[src/rtl/adc_capture_ctrl.sv]
// Triggered ADC capture controller: waits for a level crossing, stores DEPTH decimated
// samples, then streams a 0xA5 header plus the buffer to serial_tx one byte per handshake.
module adc_capture_ctrl #(
  parameter int AW    = 8,
  parameter int DEPTH = 256
) (
  input  logic       clk12,
  input  logic       reset,
  input  logic [7:0] adc_data,
  input  logic       arm,
  input  logic       abort,
  input  logic       force_trig,
  input  logic [7:0] trig_level,
  input  logic       trig_fall,
  input  logic [3:0] decim,
  input  logic       end_of_send,
  output logic [7:0] sbyte,
  output logic       sbyte_rdy,
  output logic       busy,
  output logic       done,
  output logic [2:0] state_o
);

  typedef enum logic [2:0] {
    ST_IDLE    = 3'd0,
    ST_ARMED   = 3'd1,
    ST_CAPTURE = 3'd2,
    ST_LOAD    = 3'd3,
    ST_REQ     = 3'd4,
    ST_WAIT    = 3'd5
  } state_t;

  state_t        state, state_nx;
  logic [7:0]    mem [DEPTH];
  logic [7:0]    mem_q;
  logic [7:0]    prev;
  logic          prev_valid;
  logic [3:0]    decim_r;
  logic [3:0]    dec_cnt;
  logic [AW-1:0] wr_addr;
  logic [AW:0]   rd_idx;
  logic [AW-1:0] rd_addr;
  logic [AW-1:0] mem_wa;
  logic          mem_we;
  logic          trig_hit;
  logic          trig_go;
  logic          cap_wr;
  logic          last_wr;
  logic          last_byte;

  always_comb begin
    trig_hit  = '0;
    if (prev_valid) begin
      if (trig_fall) trig_hit = (prev > trig_level) && (adc_data <= trig_level);
      else           trig_hit = (prev < trig_level) && (adc_data >= trig_level);
    end
    trig_go   = (state == ST_ARMED) && (trig_hit || force_trig);
    cap_wr    = (state == ST_CAPTURE) && (dec_cnt == decim_r);
    last_wr   = cap_wr && (wr_addr == AW'(DEPTH - 1));
    last_byte = (rd_idx == (AW+1)'(DEPTH));
    rd_addr   = AW'(rd_idx - 1'b1);
    mem_we    = !abort && (trig_go || cap_wr);
    mem_wa    = (state == ST_ARMED) ? '0 : wr_addr;
  end

  always_comb begin
    state_nx = state;
    case (state)
      ST_IDLE:    if (arm) state_nx = ST_ARMED;
      ST_ARMED:   if (trig_go) state_nx = ST_CAPTURE;
      ST_CAPTURE: if (last_wr) state_nx = ST_LOAD;
      ST_LOAD:    state_nx = ST_REQ;
      ST_REQ:     state_nx = ST_WAIT;
      ST_WAIT:    if (end_of_send) state_nx = last_byte ? ST_IDLE : ST_LOAD;
      default:    state_nx = ST_IDLE;
    endcase
    if (abort) state_nx = ST_IDLE;
  end

  always_ff @(posedge clk12 or posedge reset) begin
    if (reset) state <= ST_IDLE;
    else       state <= state_nx;
  end

  // Buffer RAM with registered read port; the read issued in LOAD is consumed in REQ.
  always_ff @(posedge clk12) begin
    if (mem_we) mem[mem_wa] <= adc_data;
    if (state == ST_LOAD) mem_q <= mem[rd_addr];
  end

  always_ff @(posedge clk12 or posedge reset) begin
    if (reset) begin
      sbyte      <= '0;
      sbyte_rdy  <= '0;
      busy       <= '0;
      done       <= '0;
      prev       <= '0;
      prev_valid <= '0;
      decim_r    <= '0;
      dec_cnt    <= '0;
      wr_addr    <= '0;
      rd_idx     <= '0;
    end else begin
      busy      <= (state_nx != ST_IDLE);
      done      <= (state == ST_WAIT) && end_of_send && last_byte && !abort;
      sbyte_rdy <= (state == ST_REQ) && !abort;
      if ((state == ST_REQ) && !abort) sbyte <= (rd_idx == '0) ? 8'hA5 : mem_q;
      case (state)
        ST_IDLE: if (arm) begin
          decim_r    <= decim;
          prev_valid <= 1'b0;
        end
        ST_ARMED: begin
          prev       <= adc_data;
          prev_valid <= 1'b1;
          if (trig_go) begin
            wr_addr <= AW'(1);
            dec_cnt <= '0;
          end
        end
        ST_CAPTURE: if (cap_wr) begin
          wr_addr <= wr_addr + 1'b1;
          dec_cnt <= '0;
          if (last_wr) rd_idx <= '0;
        end else begin
          dec_cnt <= dec_cnt + 1'b1;
        end
        ST_WAIT: if (end_of_send && !last_byte) rd_idx <= rd_idx + 1'b1;
        default: ;
      endcase
    end
  end

  assign state_o = state;

endmodule

[config.mk]
export PLATFORM = sky130hd
export DESIGN_NAME = adc_capture_ctrl
export DESIGN_NICKNAME = d
export VERILOG_FILES = /design/src/rtl/adc_capture_ctrl.sv
export SDC_FILE = /design/constraint.sdc
export NUM_CORES = 2
export LEC_CHECK = 0
export BUFFER_PORTS_ARGS = -buffer_cell sky130_fd_sc_hd__buf_2
export CORE_MARGIN = 2
export CORE_UTILIZATION = 50
export DETAILED_ROUTE_END_ITERATION = 12
export PLACE_DENSITY_LB_ADDON = 0.15
export SLEW_MARGIN = 15
export SYNTH_ARGS = -nofsm -noshare
export SYNTH_HDL_FRONTEND = slang
export SYNTH_SLANG_ARGS = --single-unit
[constraint.sdc]
create_clock -name clk12 -period 4.75 [get_ports clk12]
set_input_delay 0.2375 -clock clk12 [delete_from_list [all_inputs] [get_ports clk12]]
set_output_delay 0.2375 -clock clk12 [all_outputs]
set_load 0.01 [all_outputs]
Word level (Yosys, flattened, before mapping) --
Memories as Yosys holds them, arrays and structs flattened. A register that Yosys moved wholly into a read port is not among the register bits. Cells that the tools add are included.
Operators by class: add/sub/neg operators 4, reduce and logical (&&, ||, !) cells 26, eq/ne operators 13, mux-type cells 25, magnitude comparators 4
Operator list (count):
- 8-bit 2-to-1 mux | 4
- 9-bit 2-to-1 mux | 3
- 3-bit case mux with 6 select lines | 1
- 9-bit case mux with 2 select lines | 1
- 8-bit case mux with 2 select lines | 1
- 3-bit 2-to-1 mux | 5
- 1-bit logical AND | 11
- 9-bit by 1-bit adder with 9-bit output, second input constant | 1
- 9-bit == test, second input constant | 1
- 9-bit logical NOT | 1
- 8-bit by 1-bit adder with 8-bit output, second input constant | 1
- 8-bit == test, second input constant | 1
- 8-bit greater-or-equal comparator | 1
- 8-bit > comparator | 1
- 8-bit <= comparator | 1
- 8-bit < comparator | 1
- 4-bit 2-to-1 mux | 2
- 2-bit inequality test, second input constant | 4
- 4-bit case mux with 2 select lines | 1
- 8-bit by 1-bit subtractor with 8-bit output, second input constant | 1
- 3-bit by 2-bit == test with 1-bit output, second input constant | 2
- 3-bit == test, second input constant | 2
- 2-bit AND reduction | 3
- 2-bit nonzero test | 3
- 13 further kinds | 19
Word-level totals: bits in writable memories 2048, output and inout bits 14, logic and storage cells 84, memories 1, bits in registers 48, input port bits 27
Memory list:
- mem | depth 256, bits a word 8, read ports 1, clocked after memory_dff 1, wr ports 1, RTL line 34 | logic [7:0] mem [DEPTH];

Logic depth before layout (Yosys ltp) --
depth after elaboration 10, gate-level depth with buffers 18, depth with buffers taken out 9

Worst setup path after synthesis --
OpenSTA, ideal clock, no wires.
path type register -> register, from register rd_idx[0], to register mem_q[6] (read register of mem), data pin, arrival time 3973 ps, setup slack 511 ps, stages on the path, launching flop included 19, data required time 4484 ps, cells stage by stage dfrtp_1 -> buf_2 -> buf_2 -> buf_2 -> buf_2 -> buf_2 -> inv_1 -> ha_1 -> clkbuf_1 -> buf_2 -> buf_2 -> clkbuf_1 -> buf_1 -> mux4_2 -> mux2i_1 -> a32oi_1 -> nand4_1 -> nand2_1 -> nand4b_1
Between the ends: word-level cells in the longest chain between the ends 1
Ends and longest elaborated chain:
- start: declaration | RTL line 41 | logic [AW:0] rd_idx;
- start signal: assignment | RTL line 128 | ST_WAIT: if (end_of_send && !last_byte) rd_idx <= rd_idx + 1'b1;
- 8-bit by 1-bit subtractor with 8-bit output | RTL line 61 | rd_addr = AW'(rd_idx - 1'b1);
- end: declaration | RTL line 35 | logic [7:0] mem_q;
No other way between the ends. A chain may end at the register's enable or synchronous reset.

Final worst setup path --
from register rd_idx[0], to register mem_q[3] (read register of mem), data pin
The elaborated chain is that of the path after synthesis.

==> metrics <==
status=completed; post-CTS setup buffer count=0; Initial Util=50.44%; Worst Setup Slack, final=0.3447 ns; crit path max fanout=27; Critical Path End Type=register; clk root buf=clkbuf_16; DPL Wire Length=124.3 mm; Avg Cell Area, Syn=19.77 um2; DP Worst Slack=0.3769 ns; Startpoint Class=register; final setup vio count=0; Die Wd=409.7 um; Fin. Hold Viols=0; vias in the first global route=41070; Final Critical Period=4.405 ns; IR drop worst, VDD=430.1 uV; final slew viol count=0; IO Pins=41; nets@finish=4451; clock sink total=2104; drt total wl=202.9 mm; Port-buffer cells=40; area of the multi-input gates=0.01840 mm2; initial antenna violation count=5; Syn Std Cell Area=0.08229 mm2; most frequent cells in the layout=edfxtp_1, mux4_2, nand2_1; register area share after synthesis=76.48%; grt ovf=0; Cell Pwr Density=454.7 mW/mm2; Worst-Margin Slew=1.155 ns; post-synthesis cell count=4163; fin crit share=92.74%; H-tree Lvls=4; insertion delay to the later sink of the worst-skew pair=0.85 ns; Worst EP required=5.32 ns; antenna-violating nets left=0; Core Footprint=0.1631 mm2; CP Class=register to register; vias post-DR=41100; synth unique cells=58; Seq. cell area=0.06294 mm2; first-pass GRT wire length=293.9 mm; Die ar.=0.1678 mm2; Leakage Power=29.34 nW; CTS tree=built; DR WL/cell=30.03 um; Inst Count DP=6351; Hold Crit Class=primary input to register; Synth Net Count=4211; Final Skew=0.03522 ns; largest net degree at the start of global routing=145; DR pass1 iterations=5; Synth Flop Type=edfxtp_1; commonest non-fill, non-tap cell in the layout=edfxtp_1; Setup TNS Final=0 ns; Vias/cell=6.081; drt first-iter violations=4895; Longest Clk Path Bufs=3; Total GRT Usage=24.36%; max-cap violations=0; RSZ-0062 raised after global routing=no; Synth Warn #=0; highest clock rate=227.0 MHz; height of the die=409.7 um; Rows=148; FFs w/ async S/R, synth=2.281%; Final Non-Filler Cells=6758; Hold WS=0.08297 ns; GPL Wtd Cong=0.8490; clock-pin slew on the worst setup and hold paths=0.06 ns; FILL cells=12120; Synth Register Bits=2104; total CTS buffers=209; DRC errors left=0; Layout area overhead=13.33%; Slew HR=23.00%; crit path DAT=4.98 ns; Post-synth EDFFs=2056; share of layout cells above drive strength 1=23.88%
cells in the mapped netlist, types with 21 or more instances:
cell type  count  area share, %
a21oi_1       78           0.47
buf_1         35           0.16
buf_2         71           0.43
clkbuf_1     133           0.61
dfrtp_1       48            1.5
edfxtp_1    2056             75
ha_1          21           0.32
mux2i_1       85            1.0
mux4_2       512             14
nand2_1      413            1.9
nand3_1      105           0.64
nand4_1       43           0.33
nor2_1       295            1.3
nor4_1        37           0.28
o22ai_1       40           0.30
metal layers:
| layer | wire [um] | part of all wire (%) | vias to the layer above | track usage, % |
|---|---|---|---|---|
| li1 | - | - | 17370 | - |
| met1 | 85910 | 42 | 21890 | 35.78 |
| met2 | 96590 | 48 | 1542 | 37.90 |
| met3 | 14710 | 7.2 | 294 | 4.166 |
| met4 | 5724 | 2.8 | 0 | 7.163 |
| met5 | 0 | 0 | - | 0 |
worst max-delay path, cell delays in order (launching register included):
cell and delay (ns):
dfrtp_4 0.58, inv_1 0.15, ha_1 0.57, xor2_4 0.65, buf_4 0.54, mux2i_1 0.44
o22ai_1 0.20, nor4_1 0.58, or4_1 0.28, nand4b_1 0.10
power by group:
part           leakage (nW)  switching (mW)  internal (mW)
Clock                  3.33            7.01           9.46
Combinational          6.93            3.18           2.17
Sequential             19.1           0.118           20.5
repair_timing:
| item | CTS | global route |
|---|---|---|
| endpoints found under the setup margin | 0 | 0 |
| hold buffers | 16 | 0 |
| hold endpoints to repair | 229 | 0 |
| gates resized for setup | 0 | 0 |
worst paths after layout:
kind                             start          end  slack (ns)  depth (start not counted)
setup / recovery             rd_idx[0]     mem_q[3]        0.34                          9
hold / removal             adc_data[2]  mem[235][2]        0.08                          2
setup reg to reg             rd_idx[0]     mem_q[3]        0.34                          9
hold reg to reg                prev[1]      prev[1]        0.49                          2
max in group asynchronous        reset    rd_idx[0]        4.04                          4
min in group asynchronous        reset      prev[0]        0.14                          4
through the flow:
step                      util, %  power [mW]  instance area, um2
after CTS                   57.16       42.73               93250
after global routing        57.16       43.73               93250
after floorplan                 -       24.31               82290
after global placement      52.87       26.35               86260
after detailed placement    52.87       26.37               86260
final                       57.17       42.40               93260
area by class of cell:
| cell class | instances | area share (%) |
|---|---|---|
| flip-flops and latches | 2104 | 67.49 |
| multi-input cells | 1797 | 19.73 |
| clock buffers | 277 | 6.024 |
| well taps | 2175 | 2.918 |
| repair buffers | 271 | 2.444 |
| clock inverters | 109 | 1.299 |
| inverters | 20 | 0.08050 |
| diodes | 5 | 0.01342 |
sequential cells by signal, summed over array words and instances (netlist names):
| signal | cells |
|---|---|
| dec_cnt | 4 |
| prev_valid | 1 |
| busy | 1 |
| done | 1 |
| mem_q | 8 |
| sbyte | 8 |
| mem | 2048 |
| decim_r | 4 |
| prev | 8 |
| rd_idx | 9 |
| state_o | 3 |
| sbyte_rdy | 1 |
| wr_addr | 8 |
kinds of logic after synthesis:
| family | Yosys count | share of synthesized area [%] |
|---|---|---|
| DFF | 2104 | 76.48 |
| adders and majority gates | 21 | 0.3193 |
| and+or+nand+nor | 967 | 5.109 |
| buffers and inverters | 262 | 1.330 |
| xor gates and xnor gates | 21 | 0.2235 |
| muxes | 602 | 15.11 |
| AOI/OAI and AO/OA | 186 | 1.420 |
(Power assumes the default switching activity.)
